File: src/rtl/forwarding_scoreboard_pkg.sv
// Shared pipeline types for the forwarding scoreboard and its per-port matcher.
// Combinational helpers only; no state.
// No flow control.
package forwarding_scoreboard_pkg;

  localparam int PKG_DEPTH = 3;
  localparam int PKG_REGW  = 5;
  localparam int PKG_FSW   = $clog2(PKG_DEPTH + 1);

  // Forwarding source index: 0 = register file, k = producer slot k.
  typedef logic [PKG_FSW-1:0] fwd_slot_t;

  localparam fwd_slot_t FWD_REGFILE = '0;

  // One tracked in-flight destination write.
  typedef struct packed {
    logic                valid;
    logic                wen;
    logic                is_load;
    logic [PKG_REGW-1:0] wsel;
  } scoreboard_entry_t;

  // Mux select encoding used by the older two-stage forwarding unit.
  typedef enum logic [1:0] {
    FWD_NONE  = 2'b00,
    FWD_MEMWB = 2'b01,
    FWD_EXMEM = 2'b10
  } Forward_t;

  // Slot 1 sits where EX/MEM used to be, slot 2 where MEM/WB used to be.
  function automatic Forward_t to_forward(input fwd_slot_t s);
    case (s)
      fwd_slot_t'(1): to_forward = FWD_EXMEM;
      fwd_slot_t'(2): to_forward = FWD_MEMWB;
      default:        to_forward = FWD_NONE;
    endcase
  endfunction

endpackage

File: src/rtl/forwarding_scoreboard_port_match.sv
// Per-read-port priority match of one source register against all producer slots.
// Purely combinational (0 cycles).
// No flow control; emits this port's load-use stall term.
module fwd_port_match
  import forwarding_scoreboard_pkg::*;
#(
  parameter int DEPTH    = 3,
  parameter int REGW     = 5,
  parameter int LOAD_LAT = 1,
  parameter int FSW      = $clog2(DEPTH + 1)
) (
  input  logic [DEPTH-1:0]      slot_valid_i,
  input  logic [DEPTH-1:0]      slot_wen_i,
  input  logic [DEPTH-1:0]      slot_load_i,
  input  logic [DEPTH*REGW-1:0] slot_wsel_i,
  input  logic [REGW-1:0]       rsel_i,
  input  logic                  rsel_used_i,
  output logic [FSW-1:0]        fwd_sel_o,
  output logic                  stall_o
);

  // Scan oldest to youngest so the youngest match overwrites; its readiness alone decides the stall.
  always_comb begin
    fwd_sel_o = FSW'(FWD_REGFILE);
    stall_o   = 1'b0;
    for (int k = DEPTH; k >= 1; k--) begin
      if (slot_valid_i[k-1] && slot_wen_i[k-1] &&
          (slot_wsel_i[(k-1)*REGW +: REGW] == rsel_i) &&
          (rsel_i != '0) && rsel_used_i) begin
        fwd_sel_o = FSW'(k);
        stall_o   = slot_load_i[k-1] && (k <= LOAD_LAT);
      end
    end
  end

endmodule

File: src/rtl/forwarding_scoreboard.sv
// Tracks in-flight register writes and resolves operand forwarding / load-use stalls.
// fwd_sel and stall are combinational; slot state moves one stage per advance.
// Holds everything while advance is low; stall inserts a bubble into slot 1.
module forwarding_scoreboard
  import forwarding_scoreboard_pkg::*;
#(
  parameter int NREAD    = 2,
  parameter int DEPTH    = 3,
  parameter int REGW     = 5,
  parameter int LOAD_LAT = 1,
  parameter int CNTW     = 16,
  localparam int FSW     = $clog2(DEPTH + 1)
) (
  input  logic                  CLK,
  input  logic                  nRST,
  input  logic                  advance,
  input  logic                  flush,
  input  logic                  issue_valid,
  input  logic                  issue_wen,
  input  logic [REGW-1:0]       issue_wsel,
  input  logic                  issue_is_load,
  input  logic [NREAD*REGW-1:0] rsel,
  input  logic [NREAD-1:0]      rsel_used,
  output logic [NREAD*FSW-1:0]  fwd_sel,
  output logic                  stall,
  output logic [CNTW-1:0]       stall_count
);

  // Same layout as scoreboard_entry_t, but sized by this instance's REGW.
  // An entry's age is implied by its slot index (slot k has seen k-1 advances).
  typedef struct packed {
    logic            valid;
    logic            wen;
    logic            is_load;
    logic [REGW-1:0] wsel;
  } entry_t;

  entry_t [DEPTH-1:0] slot_q, slot_d;
  logic [CNTW-1:0]    cnt_q, cnt_d;

  logic [DEPTH-1:0]      slot_valid, slot_wen, slot_load;
  logic [DEPTH*REGW-1:0] slot_wsel;
  logic [NREAD-1:0]      port_stall;
  logic                  issue_take;

  // Flatten slot state for the per-port matchers.
  always_comb begin
    slot_valid = '0;
    slot_wen   = '0;
    slot_load  = '0;
    slot_wsel  = '0;
    for (int k = 0; k < DEPTH; k++) begin
      slot_valid[k]               = slot_q[k].valid;
      slot_wen[k]                 = slot_q[k].wen;
      slot_load[k]                = slot_q[k].is_load;
      slot_wsel[k*REGW +: REGW]   = slot_q[k].wsel;
    end
  end

  for (genvar p = 0; p < NREAD; p++) begin : g_port
    fwd_port_match #(
      .DEPTH    (DEPTH),
      .REGW     (REGW),
      .LOAD_LAT (LOAD_LAT),
      .FSW      (FSW)
    ) u_match (
      .slot_valid_i (slot_valid),
      .slot_wen_i   (slot_wen),
      .slot_load_i  (slot_load),
      .slot_wsel_i  (slot_wsel),
      .rsel_i       (rsel[p*REGW +: REGW]),
      .rsel_used_i  (rsel_used[p]),
      .fwd_sel_o    (fwd_sel[p*FSW +: FSW]),
      .stall_o      (port_stall[p])
    );
  end

  assign stall       = |port_stall;
  assign issue_take  = issue_valid && !stall && !flush;
  assign stall_count = cnt_q;

  // Next state: shift on advance, slot 1 takes the issue or a bubble; saturating stall counter.
  always_comb begin
    slot_d = slot_q;
    cnt_d  = cnt_q;
    if (advance) begin
      for (int k = DEPTH - 1; k >= 1; k--) begin
        slot_d[k] = slot_q[k-1];
      end
      slot_d[0] = '0;
      if (issue_take) begin
        slot_d[0].valid   = 1'b1;
        slot_d[0].wen     = issue_wen;
        slot_d[0].is_load = issue_is_load;
        slot_d[0].wsel    = issue_wsel;
      end
      if (stall && (cnt_q != '1)) begin
        cnt_d = cnt_q + 1'b1;
      end
    end
  end

  // State registers; reset empties every slot and clears the counter.
  always_ff @(posedge CLK or negedge nRST) begin
    if (!nRST) begin
      slot_q <= '0;
      cnt_q  <= '0;
    end else begin
      slot_q <= slot_d;
      cnt_q  <= cnt_d;
    end
  end

endmodule

File: config.mk
export PLATFORM = sky130hd
export DESIGN_NAME = forwarding_scoreboard
export DESIGN_NICKNAME = d
export VERILOG_FILES = /design/src/rtl/forwarding_scoreboard_pkg.sv /design/src/rtl/forwarding_scoreboard_port_match.sv /design/src/rtl/forwarding_scoreboard.sv
export SDC_FILE = /design/constraint.sdc
export NUM_CORES = 1
export LEC_CHECK = 0
export ABC_AREA = 1
export CORE_MARGIN = 2
export CORE_UTILIZATION = 25
export CTS_BUF_LIST = sky130_fd_sc_hd__clkbuf_16
export DETAILED_ROUTE_END_ITERATION = 16
export PLACE_DENSITY = 0.47
export SLEW_MARGIN = 10
export SYNTH_ARGS = -nofsm -noshare
export SYNTH_HDL_FRONTEND = slang
export SYNTH_SLANG_ARGS = --single-unit
File: constraint.sdc
create_clock -name CLK -period 1.9 [get_ports CLK]
set_clock_uncertainty 0.05 [all_clocks]
set_input_delay 0.38 -clock CLK [delete_from_list [all_inputs] [get_ports CLK]]
set_output_delay 0.38 -clock CLK [all_outputs]
set_load 0.01 [all_outputs]
==> impl_results.md <==
- Kind of critical path: reg2out
- Setup Viol. Count Final: 4
- Total power: around 0.0020 W
- Hold Vio Cnt, Final: 0
- Data required, critical path: between 1 and 1.5 ns
- Dpl hpwl: about 4.8 mm
- Critical Path AT: around 1.5 ns
- Area Growth Syn to Fin: 40.1%
- Vias per cell: between 4 and 5
- CP max-delay cell: dfrtp_1
- DRT met1 WL: about 3.1 mm
- Clk sink count: 38
- Min-delay worst type: in2async
- Minimum clock period: around 2.0 ns
- GRT Util Overall: around an eighth
- PD cells: 591 nW/um^2
- TritonCTS clock tree: done
- Layout cells sized above 1: between 20% and 30%
- Post-Synth Adder-Cell Area: 0.512%
- RD Place Congestion: approximately 0.85
- # hold bufs at CTS: 0
- DIE AREA: roughly 11000 sq um
- First-pass DRT Iterations: 4
- IO Count: between 40 and 50
- Yosys reg bits: 38
- Largest net degree at the start of global routing: 39
- Syn Std Cell Area: about 2400 sq um
- Final ANT Viol Nets: 0
- Fmax: 512 MHz
- Compound-cell area share of the yosys netlist: ~5.7%
- CP endpoint kind: output port
- Layout Nets: between 400 and 500
- Initial antenna violation count: 0
- Worst slew margin: 66.2%
- Row count: 36
- DRC violations left: 0
- Top Layer Used: met4
- DR WL met2: 3.11 mm
- Starting density of the core: between 20% and 30%
- Top cell type's share of synthesized area: between 30 and 40%
- Fin Hold WS: between 0.09 and 0.1 ns
- Largest family of logic cells by synthesized area: simple AND/OR/NAND/NOR gates
- Die W: 103 um
- Core Area: between 9000 and 10000 sq um
- Htree depth: 2
- CTS buffer count: 5
- Fin. max-slew vios: 0
- Unrepaired setup endpoints after global routing: true
- Setup ws final: -0.0540 ns
- Slew of the pin with the lowest slew margin: just over 0.5 ns
- Met3 routed WL: a little over 300 um
- Crit-path cells: buf_4 > a21boi_2 > nand2_2 > nor2_4 > nand2_2 > a21boi_1 > buf_2
- Synth unique cells: 34
- Largest area contributor in the netlist: dfrtp_1
- Failing checks: negative setup slack
- XOR/XNOR share of the synthesized area: under 10%
- Drt total wl: approximately 6.6 mm
- Die Y: slightly above 100 um
- Maximum fanout along the worst path: 3
- Pre-CTS setup slack: -0.820 ns
- Status: complete, but fails checks
- Mapped Nets: ~340
- Avg WL per Cell: between 10 and 15 um
- Peak VDD IR: 0.000308 V
- I/O Buffers: between 40 and 50
- Simple-gate area share of the yosys netlist: a little over a third
- Vias in the first global route: approximately 2.2k
- Mux cell area share after synthesis: about 1.8%
- Clk pin slew, worst setup/hold paths: about 0.060 ns
- CP max stage delay: around 0.40 ns
- Ys Warns: 0
- Mapped Cells: between 300 and 400
- Diode count: 0
- WP buf/inv: 2
- Pleak: between 1.5 and 2 nW
- Post-synthesis sequential area ratio: approximately two fifths
- Root buf cell: clkbuf_16
- Max-cap violations: 0
- DR vias: approximately 2.3k
- Iteration-0 DRC Markers: 66
- Fin crit share: 103%
- Grt total ovfl: 0
- Util after Layout: between 30 and 40%
- Dominant cells by area after synthesis: dfrtp_1 39%, nand2_1 13%, nand4_1 6.4%
- Global-route wire length before repair: between 10 and 15 mm
- Post-Syn Area per Cell: 7.84 sq um
- Max Root-Sink Buffers: 2
- CP Launch Type: register
- CP top delay family: flip-flops
- Clock Latency Late Sink: between 0.2 and 0.3 ns
- Most frequent CP cell: nand2_2
==> state kept, by name, summed over array words and instances (netlist names) <==
name / cells
slot_load: 1
stall_count: 16
slot_q: 21
==> cells by family (layout without fill, tap and decap cells) <==
kind of cell / count (synthesis) / in the layout
and+or+nand+nor: 175 / 175
buffers and inverters: 42 / 117
DFF: 38 / 38
xor gates and xnor gates: 27 / 27
AOI/OAI and AO/OA: 25 / 25
muxes: 4 / 4
adders and majority gates: 1 / 1
==> worst register-to-register path, cell delays in order (launching register included) <==
cell,delay (ns)
dfrtp_1,0.40
buf_6,0.13
xnor2_2,0.10
nand2_1,0.09
nor2_2,0.11
buf_4,0.13
nand3_4,0.07
nand2_4,0.10
buf_8,0.19
nand3_4,0.17
nand2_1,0.09
nand2_1,0.05
==> path summary, 6_finish.rpt <==
kind | slack (ns) | start | cells past startpoint | end
setup / recovery | -0.05 | slot_q[3] | 7 | fwd_sel[3]
hold / removal | 0.1 | nRST | 2 | slot_q[17]
setup reg to reg | 0.10 | slot_q[3] | 11 | stall_count[3]
hold reg to reg | 0.45 | slot_q[22] | 1 | slot_q[22]
max in group asynchronous | 1.31 | nRST | 2 | slot_q[2]
min in group CLK | 0.45 | slot_q[22] | 1 | slot_q[22]
==> timing repair <==
item                                    CTS  global route
pin swaps                                18            13
hold endpoints to repair                  0             0
resized for setup                        50            22
buffers inserted                          4             2
gates cloned                              0             1
endpoints found under the setup margin   21            21
==> layout make-up <==
class                      count  area, sq um
inverter                      33          128
fill                        1038         6210
clock buffer                   5          125
multi-input combinational    232         1400
tap                          133          166
timing repair inverter         1         7.51
timing repair buffer          75          638
clock inverter                 3         12.5
sequential                    38          952
==> cell usage after synthesis <==
cell and n:
a21oi_1 7, buf_6 1, nand2_1 86, nor3_4 1
xor2_1 13, clkinv_1 1, nand3_1 10, nand3b_1 2
ha_1 1, a21boi_0 2, and3b_1 1, o211ai_1 1
buf_8 1, inv_2 3, nor2_2 4, mux2_2 4
nand4_1 25, a21boi_2 1, nor4_1 1, nand3_4 3
nor2_4 2, nand2_4 1, dfrtp_1 38, nor3_1 9
nand2b_1 1, nor2_1 23, or2_1 1, nand3_2 5
clkbuf_1 4, xnor2_1 14, inv_1 29, buf_2 3
o21ai_0 13, o22ai_1 1
==> metrics by stage <==
stage	TNS (ns)	instances	instance area (sq um)
finish	-0.163	520	3430
global route	-0.755	520	3430
CTS	-0.805	517	3380
detailed placement	-12.47	505	3180
global placement	-14.03	505	3180
floorplan	0	312	2450
==> power breakdown <==
group	leakage (nW)	switching (W)	internal, W
clock network	0.0724	0.000322	0.000474
registers	0.504	0.0000418	0.000853
logic	0.926	0.000172	0.000162
total	1.50	0.000536	0.00149
==> per-layer routing <==
metal / global-route usage (%) / up-vias
li1: - / 1164
met1: 17.1 / 1057
met2: 21.3 / 51
met3: 3.25 / 4
met4: 2.43 / 0
met5: 0 / -
==> cells in the final DEF (no fill, tap or decap), types with 2 or more instances in the layout <==
cell type	instances
mux2_2	4
nand3_1	10
nor2_4	4
nor2_2	3
buf_4	28
clkbuf_2	4
clkinvlp_4	2
xor2_1	13
buf_6	3
buf_2	5
nand3_2	4
nor3_2	6
xnor2_2	2
xnor2_1	12
inv_2	5
nand2_1	82
a21oi_1	7
nor3_1	3
nor2_1	22
dfrtp_1	37
clkbuf_16	5
nand3b_1	2
nand2_2	4
clkdlybuf4s50_1	26
clkinv_1	2
dlygate4sd2_1	6
inv_1	27
nand3_4	4
a21boi_1	2
o21ai_0	13
nand4_1	25
Note: power is estimated with default switching activity, not from simulation.
